**src/rtl/hazard_ctrl.sv**
```systemverilog
// Pipeline sequencing: load-use stalls, taken-branch flushes, dmem waits.
// Define HAZARD_PERF_EN to build the saturating performance counters.
module hazard_ctrl #(
   parameter int STALL_CYCLES = 1,
   parameter int WAIT_TIMEOUT = 255
) (
   input  logic        Clk,
   input  logic        Reset,
   input  logic        IDEX_MemRead,
   input  logic [4:0]  IDEX_Rt,
   input  logic [4:0]  IFID_Rs,
   input  logic [4:0]  IFID_Rt,
   input  logic        IFID_UsesRt,
   input  logic        EXMEM_Branch,
   input  logic        EXMEM_Zero,
   input  logic        EXMEM_Jump,
   input  logic        EXMEM_MemRead,
   input  logic        EXMEM_MemWrite,
   input  logic        DMemReady,
   output logic        PCWrite,
   output logic        PCSel,
   output logic        IFIDWrite,
   output logic        FlushIFID,
   output logic        FlushIDEX,
   output logic        FlushEXMEM,
   output logic        PipeHold,
   output logic        MEMWBBubble,
   output logic        MemTimeout,
   output logic [15:0] StallCount,
   output logic [15:0] FlushCount,
   output logic [15:0] WaitCount
);

   typedef enum logic [1:0] {RUN, STALL, WAIT} state_t;
   typedef enum logic [1:0] {
      ACT_NONE, ACT_HOLD, ACT_FLUSH, ACT_STALL
   } act_t;

   localparam logic [1:0]  STALL_LOAD = 2'(STALL_CYCLES - 1);
   localparam logic [15:0] TIMEOUT    = 16'(WAIT_TIMEOUT);

   state_t      state, state_nx;
   act_t        act;
   logic [1:0]  stall_cnt, stall_cnt_nx;
   logic [15:0] wait_cnt, wait_cnt_nx;
   logic        timeout_q, timeout_set;
   logic        mem_busy, taken, load_use, rt_hit;

   assign mem_busy = (EXMEM_MemRead | EXMEM_MemWrite) & ~DMemReady;
   assign taken    = (EXMEM_Branch & EXMEM_Zero) | EXMEM_Jump;
   assign rt_hit   = IFID_UsesRt & (IDEX_Rt == IFID_Rt);
   assign load_use = IDEX_MemRead & (IDEX_Rt != 5'd0)
                   & ((IDEX_Rt == IFID_Rs) | rt_hit);

   always_ff @(posedge Clk or posedge Reset) begin
      if (Reset) begin
         state     <= RUN;
         stall_cnt <= 2'd0;
         wait_cnt  <= 16'd0;
         timeout_q <= 1'b0;
      end else begin
         state     <= state_nx;
         stall_cnt <= stall_cnt_nx;
         wait_cnt  <= wait_cnt_nx;
         if (timeout_set)
            timeout_q <= 1'b1;
      end
   end

   always_comb begin
      state_nx     = state;
      stall_cnt_nx = stall_cnt;
      wait_cnt_nx  = wait_cnt;
      timeout_set  = 1'b0;
      act          = ACT_NONE;
      unique case (state)
         RUN: begin
            if (mem_busy) begin
               act         = ACT_HOLD;
               wait_cnt_nx = 16'd1;
               state_nx    = WAIT;
            end else if (taken) begin
               act = ACT_FLUSH;
            end else if (load_use) begin
               act = ACT_STALL;
               if (STALL_CYCLES > 1) begin
                  stall_cnt_nx = STALL_LOAD;
                  state_nx     = STALL;
               end
            end
         end
         STALL: begin
            if (mem_busy) begin
               act          = ACT_HOLD;
               stall_cnt_nx = 2'd0;
               wait_cnt_nx  = 16'd1;
               state_nx     = WAIT;
            end else if (taken) begin
               act          = ACT_FLUSH;
               stall_cnt_nx = 2'd0;
               state_nx     = RUN;
            end else begin
               act          = ACT_STALL;
               stall_cnt_nx = stall_cnt - 2'd1;
               if (stall_cnt <= 2'd1)
                  state_nx = RUN;
            end
         end
         WAIT: begin
            // Memory never answered: let the pipe go and flag it.
            if (mem_busy && wait_cnt >= TIMEOUT) begin
               timeout_set = 1'b1;
               wait_cnt_nx = 16'd0;
               state_nx    = RUN;
            end else if (mem_busy) begin
               act         = ACT_HOLD;
               wait_cnt_nx = wait_cnt + 16'd1;
            end else begin
               wait_cnt_nx = 16'd0;
               state_nx    = RUN;
            end
         end
         default: state_nx = RUN;
      endcase
   end

   always_comb begin
      PCWrite     = 1'b1;
      IFIDWrite   = 1'b1;
      PCSel       = 1'b0;
      FlushIFID   = 1'b0;
      FlushIDEX   = 1'b0;
      FlushEXMEM  = 1'b0;
      PipeHold    = 1'b0;
      MEMWBBubble = 1'b0;
      unique case (act)
         ACT_HOLD: begin
            PCWrite     = 1'b0;
            IFIDWrite   = 1'b0;
            PipeHold    = 1'b1;
            MEMWBBubble = 1'b1;
         end
         ACT_FLUSH: begin
            PCSel      = 1'b1;
            FlushIFID  = 1'b1;
            FlushIDEX  = 1'b1;
            FlushEXMEM = 1'b1;
         end
         ACT_STALL: begin
            PCWrite   = 1'b0;
            IFIDWrite = 1'b0;
            FlushIDEX = 1'b1;
         end
         default: ;
      endcase
      if (Reset) begin
         PCWrite   = 1'b0;
         IFIDWrite = 1'b0;
         PCSel     = 1'b0;
         FlushIFID = 1'b0;
         FlushIDEX = 1'b0;
         FlushEXMEM  = 1'b0;
         PipeHold    = 1'b0;
         MEMWBBubble = 1'b0;
      end
   end

   assign MemTimeout = timeout_q;

`ifdef HAZARD_PERF_EN
   logic [15:0] stall_q, flush_q, wait_q;

   always_ff @(posedge Clk or posedge Reset) begin
      if (Reset) begin
         stall_q <= 16'd0;
         flush_q <= 16'd0;
         wait_q  <= 16'd0;
      end else begin
         if (act == ACT_STALL && stall_q != 16'hFFFF)
            stall_q <= stall_q + 16'd1;
         if (act == ACT_FLUSH && flush_q != 16'hFFFF)
            flush_q <= flush_q + 16'd1;
         if (act == ACT_HOLD && wait_q != 16'hFFFF)
            wait_q <= wait_q + 16'd1;
      end
   end

   assign StallCount = stall_q;
   assign FlushCount = flush_q;
   assign WaitCount  = wait_q;
`else
   assign StallCount = 16'd0;
   assign FlushCount = 16'd0;
   assign WaitCount  = 16'd0;
`endif

endmodule

```
**config.mk**
```make
export PLATFORM = sky130hd
export DESIGN_NAME = hazard_ctrl
export DESIGN_NICKNAME = d
export VERILOG_FILES = /design/src/rtl/hazard_ctrl.sv
export SDC_FILE = /design/constraint.sdc
export NUM_CORES = 1
export LEC_CHECK = 0
export CORE_MARGIN = 2
export CORE_UTILIZATION = 39
export CTS_BUF_LIST = sky130_fd_sc_hd__clkbuf_8
export DETAILED_ROUTE_END_ITERATION = 10
export PLACE_DENSITY = 0.79
export SYNTH_ARGS = -nofsm -noshare
export SYNTH_HDL_FRONTEND = slang
export SYNTH_SLANG_ARGS = --single-unit
```
**constraint.sdc**
```tcl
create_clock -name Clk -period 2.25 [get_ports Clk]
set_input_delay 0.225 -clock Clk [delete_from_list [all_inputs] [get_ports Clk]]
set_output_delay 0.225 -clock Clk [all_outputs]
set_load 0.02 [all_outputs]
```
==> flow_summary.ini, run 1 <==
[global_routing]
global_route.usage.total_pct = 13.8
antenna_violations_before_repair = 0
grt_remaining_overflow = 0
grt_first_pass_wirelength_um = 4530
first_global_vias = 959
grt_max_degree = 19

[route]
wl_per_cell_um = 11.6
drt_iter0_markers = 46
drc = 0
route.detailed.vias_per_inst = 4.37
drt-pass1-iter-count = 4
vias = 1105
antenna_violating_nets_post_route = 0
wl_um = 2930

[floorplan]
dieHeight_um = 64.7
core_region_area_um2 = 3610
placementRows = 22
die_area_um2 = 4190
die_w_um = 64.7
top_level_ports = 82
start_util_pct = 39.9

[final_layout]
layout-drive-gt1-share_pct = 21.0
antennaDiodeCount = 0
post-route-util_pct = 51.0
finalInstanceArea_um2 = 1840
nets = 232
area_growth_from_synthesis_to_final_layout_pct = 27.8

[clocking]
cts_sinks = 18
clk_latency_ns = 0.25
tritoncts = yes
clock_path_buffers = 2
cts-buffers-inserted = 3
post_cts_hold_buffer_count = 0
cts_max_level = 1
clk_transition_reported_paths_ns = 0.07
clock_tree.root_cell = sky130_fd_sc_hd__clkbuf_8

[timing]
clock-skew-final_ns = 0.00437
post-route-worst-setup-slack_ns = 0.155
final.min_clock_period_ns = 2.09
count_of_endpoints_failing_setup_in_the_final_report = 0
timing_hold_violations_final = 0
timing.final.crit_share_pct = 93.1
finalMaxSlewViolations = 0
holdWs_ns = 0.433
setup_repair_after_global_routing_missed_its_margin = no
clock.fmax_mhz = 477

[setup_path]
worst_ep_arrival_time_ns = 1.87
timing.critical_path.from_type = input pin
timing_worst_setup_path_type = in2out
worst-endpoint-required_ns = 2.03
setup.worst_path.end_class = output port
critical_path.max_fanout = 3

[synth]
post-synth-top-area-cell = sky130_fd_sc_hd__dfrtp_1
synthesized_flop_and_latch_total = 18
yosys.cell_count.top_type = sky130_fd_sc_hd__buf_4
synth.yosys.warnings = 0
yosysTopAreaCellShare_pct = 31.3
yosys-top-cells-area = sky130_fd_sc_hd__dfrtp_1 31%, sky130_fd_sc_hd__buf_4 28%, sky130_fd_sc_hd__xor2_1 5.5%, sky130_fd_sc_hd__and3_1 3.0%, sky130_fd_sc_hd__nor4_4 3.0%
syn-mean-instance-area_um2 = 9.53
synth_sequential_area_ratio_pct = 31.3
post_synth_instance_area_um2 = 1440
synth_edf_count = 0
syn_inst = 151
post_synth_most_frequent_cells = 53 x sky130_fd_sc_hd__buf_4, 18 x sky130_fd_sc_hd__dfrtp_1, 9 x sky130_fd_sc_hd__xor2_1, 7 x sky130_fd_sc_hd__and3_1, 6 x sky130_fd_sc_hd__nor2_1
netlist-cell-type-count = 40
dominantRegCellSynth = sky130_fd_sc_hd__dfrtp_1
postSynth.asyncResetShare_pct = 100

[min_path]
min-delay-path-class = in2async

[job]
cap_viol_max_count = 0

[status]
run_status = completed

[pwr]
power_leakage_nw = 0.954
powerDensity_nw_per_um2 = 483
vdd_ir_drop_max_mv = 0.210
power_mw = 0.889

[placed_design]
post-dp-hpwl_um = 2340
pre_cts_ws_ns = -0.229
gp_routability_congestion = 0.857
placed_area_um2 = 1770
port_buffers = 33
-- area by class of cell --
| class | instances | area, um2 |
|---|---|---|
| inverters | 5 | 18.8 |
| clock buffers | 4 | 55.1 |
| repair buffers | 57 | 504 |
| multi-input cells | 121 | 751 |
| well taps | 48 | 60.1 |
| flip-flops and latches | 18 | 450 |
| fillers | 326 | 1770 |
-- stage by stage --
stage	std cells	TNS, ns
final	253	0
after global routing	253	0
after CTS	253	0
after detailed placement	248	-0.522
after global placement	248	-0.448
after floorplan	198	0
-- worst max-delay path, cell delays in order --
cell and delay (ns):
sky130_fd_sc_hd__clkdlybuf4s50_1 0.46, sky130_fd_sc_hd__or4_1 0.57, sky130_fd_sc_hd__o2111ai_1 0.20, sky130_fd_sc_hd__o21bai_1 0.09, sky130_fd_sc_hd__dlygate4sd2_1 0.33
-- report_power, final --
group / total (mW) / internal, mW / switching [mW]
clock network: 0.265 / 0.155 / 0.109
registers: 0.343 / 0.336 / 0.00757
logic: 0.281 / 0.112 / 0.169
-- cells by family after synthesis --
family	synth area share [%]
mux	0.696
buf+inv	29.6
simple gates	14.2
flops	31.3
other cells	0.261
xor+xnor	6.09
fa+ha+maj	0.869
compound gates	17.0
-- registers in the layout, indices dropped and copies added (netlist names) --
| signal | count |
|---|---|
| wait_cnt | 16 |
| MemTimeout | 1 |
| state | 1 |
-- final timing paths --
path                              from           end  cells after the start  slack [ns]
setup / recovery            IDEX_Rt[1]     FlushIDEX                      5        0.16
hold / removal                   Reset   wait_cnt[1]                      3        0.43
setup reg to reg           wait_cnt[9]   wait_cnt[5]                      5        0.47
hold reg to reg             MemTimeout    MemTimeout                      1        0.48
min in group Clk            MemTimeout    MemTimeout                      1        0.48
max in group asynchronous        Reset  wait_cnt[12]                      3        1.62
-- timing repair --
action | 4_1_cts | 5_1_grt
setup buffers | 1 | 0
setup endpoints to repair | 8 | 5
pin swaps | 2 | 2
resized for setup | 6 | 8
-- per-layer routing --
metal | global-route usage (%) | wire (um) | share of wire (%) | vias to the layer above
li1 | - | - | - | 543
met1 | 19.1 | 1280 | 44 | 510
met2 | 21.3 | 1450 | 49 | 50
met3 | 2.95 | 183 | 6.3 | 2
met4 | 4.79 | 13 | 0.44 | 0
met5 | 0 | 0 | 0 | -
-- cells in the final DEF (no fill, tap or decap), drive strengths merged, types with 5 or more instances in the layout --
master	netlist	routed
buf	53	24
and3	8	8
xor2	9	9
nand3	5	5
o21ai	5	5
nor2	6	6
inv	5	5
clkdlybuf4s50	0	25
conb	1	48
clkbuf	0	6
dfrtp	18	18
Note: power is estimated with default switching activity, not from simulation.
==> run 2: changes to the inputs <==
--- a/config.mk
+++ b/config.mk
@@ -13,3 +13,4 @@
 export SYNTH_ARGS = -nofsm -noshare
 export SYNTH_HDL_FRONTEND = slang
 export SYNTH_SLANG_ARGS = --single-unit
+export TNS_END_PERCENT = 50
==> results of run 2 <==
The final DEF is identical to that of run 1; final timing and power are the same.
==> run 3: changes to the inputs <==
--- a/config.mk
+++ b/config.mk
@@ -5,11 +5,13 @@
 export SDC_FILE = /design/constraint.sdc
 export NUM_CORES = 1
 export LEC_CHECK = 0
+export CORE_ASPECT_RATIO = 1.25
 export CORE_MARGIN = 2
-export CORE_UTILIZATION = 39
+export CORE_UTILIZATION = 55
 export CTS_BUF_LIST = sky130_fd_sc_hd__clkbuf_8
 export DETAILED_ROUTE_END_ITERATION = 10
-export PLACE_DENSITY = 0.79
+export DONT_BUFFER_PORTS = 1
+export PLACE_DENSITY = 0.67
 export SYNTH_ARGS = -nofsm -noshare
 export SYNTH_HDL_FRONTEND = slang
 export SYNTH_SLANG_ARGS = --single-unit
==> run 3 against run 2 <==
Design area down 25%. Clock-buffer cell count shrank 1. Maximum frequency shrank 3.8%. Highest routed layer unchanged. Final cell count fell by 25%. Via count decreased by 12%. Non-clock buffer count is 48 lower. Total power down 15%. Critical endpoint is now PCWrite. Sequential cell count is the same.
==> flow_summary.ini, run 3 (same netlist as run 1, synthesis figures left out) <==
[floorplan]
top_level_ports = 82
dieHeight_um = 61.2
die_w_um = 49.8
die_area_um2 = 3040
core_region_area_um2 = 2450
start_util_pct = 58.7
placementRows = 20

[timing]
post-route-worst-setup-slack_ns = 0.0730
finalMaxSlewViolations = 0
clock.fmax_mhz = 459
clock-skew-final_ns = 0.00568
timing.final.crit_share_pct = 96.8
final.min_clock_period_ns = 2.18
count_of_endpoints_failing_setup_in_the_final_report = 0
timing_hold_violations_final = 0

[route]
dr.max_layer_used = met4
drc = 0
routed-wl-met3_um = 225
vias = 974
drt_iter0_markers = 13
drt-pass1-iter-count = 4
route.detailed.vias_per_inst = 5.15
wl_um = 2600
antenna_violating_nets_post_route = 0
wl_per_cell_um = 13.8
routed-wl-met2_um = 1400
routedLengthMet1_um = 965

[setup_path]
critical_path.max_fanout = 4
worstPathCellList = nor4_4 > o2111a_2 > nor2_1 > o311a_1 > buf_4
timing_worst_setup_path_type = reg2out
worst-endpoint-required_ns = 2.03
setup.worst_path.end_class = output port
crit_path_top_delay_cell = sky130_fd_sc_hd__dfrtp_1
cp_slowest_stage_delay_ns = 0.40
timing.critical_path.from_type = register
worst_ep_arrival_time_ns = 1.95

[pwr]
power_leakage_nw = 0.687
vdd_ir_drop_max_mv = 0.522
powerDensity_nw_per_um2 = 549

[final_layout]
antennaDiodeCount = 0
finish.cell_count_without_fillers = 189
layout-drive-gt1-share_pct = 16.7
area_growth_from_synthesis_to_final_layout_pct = -4.00
layout.cells.most_common_list = 48 x sky130_fd_sc_hd__conb_1, 18 x sky130_fd_sc_hd__dfrtp_1, 9 x sky130_fd_sc_hd__xor2_1
finalInstanceArea_um2 = 1380
n_fill_cell = 224
max_reg_flops = 16
largest_register = wait_cnt
nets = 184
most_common_cell_after_layout_fill_and_taps_aside = sky130_fd_sc_hd__conb_1

[clocking]
clock_tree.root_cell = sky130_fd_sc_hd__clkbuf_8
tritoncts = yes
clock_path_buffers = 2
clk_transition_reported_paths_ns = 0.07
cts_max_level = 1
cts-buffers-inserted = 3
cts_sinks = 18
clk_latency_ns = 0.25

[placed_design]
gp_routability_congestion = 0.827
post-dp-hpwl_um = 2030
port_buffers = 0
placed_area_um2 = 1310
place_inst = 184
pre_cts_ws_ns = 0.258

[global_routing]
grt_first_pass_wirelength_um = 3860
global_route.usage.total_pct = 16.3
grt_max_degree = 18
grt_remaining_overflow = 0
first_global_vias = 898
antenna_violations_before_repair = 0

[job]
cap_viol_max_count = 0

[min_path]
min-delay-path-class = in2reg

[status]
run_status = completed
[run 3: repair_timing]
| action | 4_1_cts | 5_1_grt |
|---|---|---|
| cloned | 0 | 0 |
| gates resized for setup | 2 | 2 |
| setup buffers | 0 | 1 |
| pin swaps | 0 | 1 |
| hold buffers | 1 | 0 |
| endpoints found under the setup margin | 2 | 2 |
| endpoints found under the hold margin | 9 | 0 |
[run 3: through the flow]
step                hold slack, ns  power (mW)  setup TNS, ns  util, %
floorplan                    0.181       0.575              0        -
global placement             0.115       0.531              0     53.3
detailed placement           0.114       0.534              0     53.3
CTS                          0.339       0.752              0     55.6
global route                 0.364       0.793        -0.0166     56.3
finish                       0.327       0.758              0     56.3
[run 3: layout make-up]
class / count / area [um2] / area share, %
multi-input combinational: 121 / 759 / 55.0
sequential: 18 / 450 / 32.6
timing repair buffer: 9 / 70.1 / 5.07
clock buffer: 3 / 41.3 / 2.99
tap: 33 / 41.3 / 2.99
inverter: 5 / 18.8 / 1.36
[run 3: where the power goes]
group	total, mW	switching, mW	internal [mW]
Sequential	0.353	0.0179	0.336
Clock	0.218	0.0999	0.119
Combinational	0.186	0.139	0.0467
Total	0.758	0.257	0.501
[run 3: worst max-delay path: cells and delay by family, from the launching register on]
kind	cells	cell delay, ns
AO/OA/AOI/OAI	2	0.71
buffers and inverters	1	0.16
flip-flops	1	0.40
AND/OR/NAND/NOR	2	0.42
[run 3: worst paths after layout]
check | slack, ns | endpoint | start | cells after the start
worst max register to register | 0.48 | wait_cnt[4] | wait_cnt[0] | 6
worst min register to register | 0.54 | wait_cnt[7] | wait_cnt[7] | 1
worst min-delay path | 0.33 | state[1] | DMemReady | 3
max in group asynchronous | 1.36 | wait_cnt[9] | Reset | 3
min in group asynchronous | 0.41 | wait_cnt[4] | Reset | 2
worst max-delay path | 0.07 | PCWrite | wait_cnt[15] | 5
[run 3: metal layers]
metal / GRT usage (%) / vias up
li1: - / 446
met1: 18.0 / 470
met2: 32.6 / 56
met3: 2.43 / 2
met4: 4.76 / 0
met5: 0 / -
